--- config.mk ---
export PLATFORM = sky130hd
export DESIGN_NAME = io_handshake_port
export DESIGN_NICKNAME = d
export VERILOG_FILES = /design/src/rtl/io_handshake_port_pkg.sv /design/src/rtl/io_handshake_port_byte_fifo.sv /design/src/rtl/io_handshake_port.sv
export SDC_FILE = /design/constraint.sdc
export NUM_CORES = 1
export LEC_CHECK = 0
export CAP_MARGIN = 20
export CORE_MARGIN = 10
export CORE_UTILIZATION = 49
export CTS_CLUSTER_DIAMETER = 100
export DETAILED_ROUTE_END_ITERATION = 12
export HOLD_SLACK_MARGIN = 0.06
export PLACE_DENSITY = 0.8
export SYNTH_ARGS = -nofsm -noshare
export SYNTH_HDL_FRONTEND = slang
export SYNTH_SLANG_ARGS = --single-unit
--- constraint.sdc ---
create_clock -name g_clk -period 3 [get_ports g_clk]
set_clock_uncertainty 0.1 [all_clocks]
set_input_delay 0.9 -clock g_clk [delete_from_list [all_inputs] [get_ports g_clk]]
set_output_delay 0.9 -clock g_clk [all_outputs]
set_load 0.005 [all_outputs]
--- src/rtl/io_handshake_port_pkg.sv ---
// Shared processor-port definitions: FSM state encodings and default path widths.
// Pure declarations; no logic, no latency, no flow control.
package io_handshake_port_pkg;

    localparam int D_WIDTH_DEF = 8;
    localparam int DEPTH_DEF   = 4;

    typedef enum logic {
        R_IDLE = 1'b0,
        R_ACK  = 1'b1
    } rx_state_t;

    typedef enum logic [1:0] {
        T_IDLE = 2'd0,
        T_REQ  = 2'd1,
        T_REL  = 2'd2
    } tx_state_t;

endpackage

--- src/rtl/io_handshake_port_byte_fifo.sv ---
// Circular byte FIFO with combinational head; one-cycle write-to-visible latency.
// Backpressure: full is registered, so a push while full is refused even if a pop lands the same cycle.
module byte_fifo
    import io_handshake_port_pkg::*;
#(
    parameter int d_width = D_WIDTH_DEF,
    parameter int depth   = DEPTH_DEF,
    localparam int aw     = $clog2(depth)
) (
    input  logic               clk,
    input  logic               rst,
    input  logic               push,
    input  logic [d_width-1:0] push_data,
    output logic               full,
    input  logic               pop,
    output logic [d_width-1:0] head,
    output logic               valid,
    output logic [aw:0]        count
);

    localparam logic [aw:0] FULL_CNT = (aw+1)'(depth);

    logic [d_width-1:0] mem [depth];
    logic [aw-1:0]      wr_ptr;
    logic [aw-1:0]      rd_ptr;
    logic               push_ok;
    logic               pop_ok;

    assign full    = (count == FULL_CNT);
    assign valid   = (count != '0);
    assign push_ok = push && !full;
    assign pop_ok  = pop && valid;
    assign head    = mem[rd_ptr];

    // Depth is a power of two, so pointer overflow is the modulo wrap.
    always_ff @(posedge clk or posedge rst) begin
        if (rst) begin
            wr_ptr <= '0;
            rd_ptr <= '0;
            count  <= '0;
        end else begin
            if (push_ok) wr_ptr <= wr_ptr + 1'b1;
            if (pop_ok)  rd_ptr <= rd_ptr + 1'b1;
            case ({push_ok, pop_ok})
                2'b10:   count <= count + 1'b1;
                2'b01:   count <= count - 1'b1;
                default: count <= count;
            endcase
        end
    end

    always_ff @(posedge clk) begin
        if (push_ok) mem[wr_ptr] <= push_data;
    end

endmodule

--- src/rtl/io_handshake_port.sv ---
// Processor I/O port: 4-phase receive into a byte FIFO, 4-phase transmit from a hold register.
// dev_ack/dev_req are registered (1 cycle); receive stalls while the FIFO is full, tx_ready only when idle.
module io_handshake_port
    import io_handshake_port_pkg::*;
#(
    parameter int d_width = D_WIDTH_DEF,
    parameter int depth   = DEPTH_DEF
) (
    input  logic                   g_clk,
    input  logic                   g_clr,
    input  logic [d_width-1:0]     proc_data,
    input  logic                   proc_req,
    output logic                   dev_ack,
    output logic [d_width-1:0]     dev_data,
    output logic                   dev_req,
    input  logic                   proc_ack,
    output logic [d_width-1:0]     rx_data,
    output logic                   rx_valid,
    input  logic                   rx_ready,
    output logic [$clog2(depth):0] rx_count,
    input  logic [d_width-1:0]     tx_data,
    input  logic                   tx_valid,
    output logic                   tx_ready
);

    rx_state_t          r_state, r_next;
    tx_state_t          t_state, t_next;
    logic               fifo_full;
    logic               rx_push;
    logic               tx_capture;
    logic [d_width-1:0] hold;

    byte_fifo #(
        .d_width (d_width),
        .depth   (depth)
    ) u_rx_fifo (
        .clk       (g_clk),
        .rst       (g_clr),
        .push      (rx_push),
        .push_data (proc_data),
        .full      (fifo_full),
        .pop       (rx_ready),
        .head      (rx_data),
        .valid     (rx_valid),
        .count     (rx_count)
    );

    always_ff @(posedge g_clk or posedge g_clr) begin
        if (g_clr) r_state <= R_IDLE;
        else       r_state <= r_next;
    end

    // The single write happens on the IDLE->ACK transition, so a held request never double-writes.
    always_comb begin
        r_next  = r_state;
        rx_push = 1'b0;
        case (r_state)
            R_IDLE: begin
                if (proc_req && !fifo_full) begin
                    rx_push = 1'b1;
                    r_next  = R_ACK;
                end
            end
            R_ACK: begin
                if (!proc_req) r_next = R_IDLE;
            end
            default: r_next = R_IDLE;
        endcase
    end

    assign dev_ack = (r_state == R_ACK);

    always_ff @(posedge g_clk or posedge g_clr) begin
        if (g_clr) begin
            t_state <= T_IDLE;
            hold    <= '0;
        end else begin
            t_state <= t_next;
            if (tx_capture) hold <= tx_data;
        end
    end

    always_comb begin
        t_next     = t_state;
        tx_capture = 1'b0;
        case (t_state)
            T_IDLE: begin
                if (tx_valid) begin
                    tx_capture = 1'b1;
                    t_next     = T_REQ;
                end
            end
            T_REQ: begin
                if (proc_ack) t_next = T_REL;
            end
            T_REL: begin
                if (!proc_ack) t_next = T_IDLE;
            end
            default: t_next = T_IDLE;
        endcase
    end

    assign dev_req  = (t_state == T_REQ);
    assign tx_ready = (t_state == T_IDLE);
    assign dev_data = hold;

endmodule

==> out/results.txt, run 1 <==
Slew Viols, Final = 0
CP Data Arrival Time = 1820 ps
Clk pwr share = 15.7%
Worst path depth = 3
clock buffer count from CTS = 5
top-count cell post-synth = edfxtp_1
worst-path cell with the longest stage delay = mux4_2
critical path cell sequence = buf_4 > mux4_2 > clkdlybuf4s50_1
Worst-Margin Slew = 680 ps
post-synthesis sequential element count = 50
worst setup path class = reg -> out
Setup TNS = 0 ps
post-route ant nets = 0
status = complete, no violations
Num Clock Sinks = 50
Hold WC Path Type = reg -> reg
Nets = 187
gr usage total = 11.4%
syn_nets = 137
Mapped Cells = 109
Most used DFF post-synth = edfxtp_1
Hold Slack = 413 ps
Critical Path Sink Type = primary output
Yosys warnings = 0
Mapped Area = 0.00201 mm2
clk_lat worst skew = 300 ps
Leak = 0.979 nW
total wire length = 3820 um
maxcap violations = 0
syn_area_per_cell = 18.5 um2
largest net degree at the start of global routing = 19
final setup fails = 0
max_slew headroom = 54.6%
antenna cells = 0
post-synth top area share = 47.7%
Pint = 0.00166 W
Post-synth EDFFs = 32
Synth async-reset ratio = 36.0%
CTS resizes = 0
top cell family by delay on the critical path = buffers and inverters
TritonCTS clock tree = built
hold buffers post-CTS = 0
first-pass GRT wire length = 6330 um
CORE AREA = 0.00400 mm2
cells on worst reg2reg path = 9
min Tclk post-route = 2820 ps
FMAX = 355 MHz
DR pass1 iterations = 4
vias in the first global route = 1264
vias after detailed routing = 1073
Fin. Hold Viols = 0
Critical Path Source Type = register
GRT overflow = 0
Area contributors post-synth = edfxtp_1, dfrtp_1, mux4_2
Ports = 45
Die W = 84.1 um
FILL cells = 267
Finished Cell Area = 0.00259 mm2
post-synth cell types = 26
combinational share of power = 39.9%
initial core utilization = 50.3%
share of layout cells above drive strength 1 = 19.4%
initial antenna violation count = 0
full die area = 0.00707 mm2
area grow syn2layout = 28.9%
Die Y = 84.1 um
fin crit share = 93.8%
maximum root-to-sink buffer count = 2
H-tree Lvls = 2
Sw Share = 28.6%
RSZ-0062 raised after global routing = no
GPL Wtd Cong = 0.741
Reg power frac = 44.4%
DP Area = 0.00251 mm2
initial drt markers = 57
Post-synth top cells = edfxtp_1, dfrtp_1, inv_1, mux2_2, mux4_2
register clock-pin slew on the reported worst setup and hold paths = 90 ps
Crit Path Max Fanout = 6
Overall Power = 0.00233 W
post-DR vias/cell = 5.11
Hold Path Cell Cnt = 1
Psw = 0.000667 W
# Post-CTS Setup Buffers = 0
area leader, netlist = edfxtp_1
root buffer cell = clkbuf_8
Bufs and invs on worst path = 2
DRC = 0
num rows = 23
Power Density = 897 mW/mm2
HPWL Detailed = 2830 um
DR WL/cell = 18.2 um
worst path required time = 2000 ps
IO buf count = 44
Reg2Reg Setup Slack = 690 ps
Worst path max stage delay = 520 ps
post-synthesis sequential area ratio = 70.1%
Peak VDD IR = 0.000522 V
==> routing by layer <==
metal  global-route usage [%]  up-vias  part of all wire (%)
met5                        0        -                     0
met4                     3.65        0                  0.31
met3                     6.25        4                   8.7
met2                     18.2       40                    49
met1                     12.8      529                    42
li1                         -      500                     -
==> path summary, 6_finish.rpt <==
kind	startpoint	to
max	u_rx_fifo.rd_ptr[0]	rx_data[1]
min	dev_data[7]	dev_data[7]
max reg2reg	u_rx_fifo.count[0]	u_rx_fifo.count[2]
min reg2reg	dev_data[7]	dev_data[7]
max in group asynchronous	g_clr	u_rx_fifo.count[2]
min in group asynchronous	g_clr	dev_data[4]
==> layout by cell type (no fill, tap or decap) <==
| cell | n |
|---|---|
| a21boi_0 | 1 |
| and2_1 | 2 |
| and2_2 | 3 |
| and3b_1 | 1 |
| buf_4 | 3 |
| clkbuf_1 | 1 |
| clkbuf_8 | 5 |
| clkdlybuf4s50_1 | 44 |
| clkinv_1 | 1 |
| clkinv_2 | 1 |
| dfrtp_1 | 18 |
| edfxtp_1 | 32 |
| fa_1 | 1 |
| ha_1 | 5 |
| inv_1 | 8 |
| mux2_2 | 8 |
| mux2_4 | 1 |
| mux2i_1 | 1 |
| mux4_2 | 8 |
| nand2_1 | 1 |
| nand2b_1 | 2 |
| nor2_1 | 2 |
| o21a_1 | 1 |
| o21bai_1 | 1 |
| o31a_2 | 1 |
| or3_2 | 1 |
| or3b_1 | 1 |
| xnor2_1 | 3 |
| xor2_1 | 3 |
==> cell type report <==
| cell class | instances | area, um2 | share of cell area (%) |
|---|---|---|---|
| Inverter | 8 | 30.0 | 1.16 |
| Clock inverter | 2 | 8.76 | 0.338 |
| Clock buffer | 6 | 72.6 | 2.80 |
| Multi-Input combinational cell | 47 | 547 | 21.1 |
| Timing Repair Buffer | 47 | 463 | 17.8 |
| Tap cell | 50 | 62.6 | 2.41 |
| Sequential cell | 50 | 1410 | 54.4 |
==> logic make-up after synthesis <==
family                   share of synthesized area, %
buffers and inverters                            2.73
XOR/XNOR                                         2.61
flip-flops                                       70.1
AND/OR/NAND/NOR                                  4.16
AO/OA/AOI/OAI                                    1.62
multiplexers                                     14.7
adder cells (fa/ha/maj)                          4.10
==> flip-flops by register name (all words and copies together) (netlist names) <==
| signal | flops |
|---|---|
| u_rx_fifo.count | 3 |
| dev_data | 8 |
| u_rx_fifo.mem | 32 |
| u_rx_fifo.rd_ptr | 2 |
| u_rx_fifo.wr_ptr | 2 |
| dev_ack | 1 |
| t_state | 2 |
==> power groups by stage <==
| stage | Combinational [W] | Clock, W | Sequential (W) |
|---|---|---|---|
| 2_1_floorplan | 0.000484 | 0 | 0.00101 |
| 3_3_place_gp | 0.000909 | 0 | 0.00103 |
| 3_5_place_dp | 0.000943 | 0 | 0.00105 |
| 4_1_cts | 0.000958 | 0.000378 | 0.00104 |
| 5_1_grt | 0.00102 | 0.000406 | 0.00106 |
| 6_report | 0.000929 | 0.000365 | 0.00103 |
==> stage by stage <==
stage,std cells,utilization (%),worst slack (ps)
2_1_floorplan,109,-,635
3_3_place_gp,202,62.8,293
3_5_place_dp,202,62.8,201
4_1_cts,210,64.9,145
5_1_grt,210,64.9,93.0
6_report,210,64.9,185
No activity file was read; power rests on OpenSTA's default activity.
==> run 2: changes to the inputs <==
CORE_UTILIZATION = 24   (was 49)
PLACE_DENSITY = 0.46   (was 0.8)
==> out/results.txt, run 2 (synthesized netlist as in run 1, its figures left out) <==
RSZ-0062 raised after global routing = no
DR pass1 iterations = 4
Hold Crit Start = dev_data[1]
Num Clock Sinks = 50
register clock-pin slew on the reported worst setup and hold paths = 90 ps
max_slew headroom = 52.5%
largest net degree at the start of global routing = 19
CORE AREA = 0.00818 mm2
Leak = 0.986 nW
Final WS setup = 146 ps
TritonCTS clock tree = built
Ports = 45
antenna cells = 0
Hold WC Path Type = reg -> reg
hold buffers post-CTS = 0
fin crit share = 95.1%
placed cells = 256
Hold Path Cell Cnt = 1
first-pass GRT wire length = 6570 um
# Post-CTS Setup Buffers = 0
clk_lat worst skew = 300 ps
initial antenna violation count = 0
DRC = 0
r2r startpoint = u_rx_fifo.count[0]
WHS Endpoint = dev_data[1]
Setup WS pre-CTS = 221 ps
Worst-Margin Slew = 712 ps
CTS resizes = 0
most flop-heavy register = u_rx_fifo.mem
GRT overflow = 0
Nets = 186
full die area = 0.0125 mm2
Slew Viols, Final = 0
Die W = 112 um
clock buffer count from CTS = 5
maximum root-to-sink buffer count = 2
Fin. Hold Viols = 0
IO buf count = 44
final setup fails = 0
vias after detailed routing = 1089
non-filler instance count after layout = 263
worst setup path class = reg -> out
total wire length = 4130 um
GPL Wtd Cong = 0.697
Critical Path Sink Type = primary output
post-DR vias/cell = 4.14
root buffer cell = clkbuf_8
status = complete, no violations
Reg2Reg Setup Slack = 700 ps
reg-to-reg endpoint = u_rx_fifo.count[2]
most frequent cells in the layout = clkdlybuf4s50_1, edfxtp_1, dfrtp_1
area grow syn2layout = 33.3%
share of layout cells above drive strength 1 = 19.6%
HPWL Detailed = 3050 um
num rows = 33
initial core utilization = 24.6%
Crit Path Max Fanout = 10
Die Y = 112 um
most common cell after layout, fill and taps aside = clkdlybuf4s50_1
gr usage total = 6.59%
Largest register FFs = 32
Setup TNS = 0 ps
H-tree Lvls = 2
cells on worst reg2reg path = 9
DR WL/cell = 15.7 um
FMAX = 350 MHz
Peak VDD IR = 0.000305 V
Power Density = 903 mW/mm2
CP Data Arrival Time = 1850 ps
worst path required time = 2000 ps
initial drt markers = 35
vias in the first global route = 1267
Overall Power = 0.00242 W
Critical Path Source Type = register
post-route ant nets = 0
maxcap violations = 0
min Tclk post-route = 2850 ps
Hold Slack = 414 ps
-- run 2: changes by cell type in the layout (fill, tap and decap cells not counted), sizes merged --
cell,previous run,this run
buf,3,2
bufinv,0,1
clkbuf,6,5
clkinv,2,1
-- run 2: metal layers --
| layer | part of all wire (%) | vias up | global-route usage [%] |
|---|---|---|---|
| met1 | 41 | 548 | 7.14 |
| met3 | 11 | 5 | 3.97 |
| li1 | - | 491 | - |
| met2 | 47 | 45 | 10.7 |
| met5 | 0 | - | 0 |
| met4 | 0.65 | 0 | 1.80 |
-- run 2: area by class of cell --
class | count | area, um2
Clock buffer | 5 | 68.8
Clock inverter | 2 | 38.8
Fill cell | 814 | 5490
Inverter | 8 | 30.0
Multi-Input combinational cell | 47 | 547
Sequential cell | 50 | 1410
Tap cell | 105 | 131
Timing Repair Buffer | 46 | 455
-- run 2: worst max-delay path: stages (launching register included) --
cell and delay [ps]:
dfrtp_1 330, buf_4 220, mux4_2 540, clkdlybuf4s50_1 460
-- run 2: how the worst max path moves through the flow --
stage	from	to	depth (start not counted)
floorplan	proc_req	u_rx_fifo.count[2]	9
global placement	proc_req	u_rx_fifo.count[2]	9
detailed placement	proc_req	u_rx_fifo.count[2]	9
CTS	u_rx_fifo.rd_ptr[0]	rx_data[4]	3
global route	u_rx_fifo.rd_ptr[0]	rx_data[3]	3
finish	u_rx_fifo.rd_ptr[0]	rx_data[3]	3
-- run 2: power by group --
| part | internal (W) | switching, W | total (W) | leakage [nW] |
|---|---|---|---|---|
| combinational | 0.000580 | 0.000334 | 0.000914 | 0.429 |
| sequential | 0.000910 | 0.000126 | 0.00104 | 0.503 |
| clock | 0.000246 | 0.000226 | 0.000471 | 0.0542 |
-- run 2: stage by stage --
stage | utilization (%) | cell area (um2)
final | 32.8 | 2680
after global routing | 32.8 | 2680
after CTS | 32.8 | 2680
after detailed placement | 31.5 | 2570
after global placement | 31.5 | 2570
after floorplan | - | 2010
==> run 3: changes to the inputs <==
SLEW_MARGIN = 20   (was not set)
==> results of run 3 <==
Final layout, timing and power as in run 2 (identical DEF).
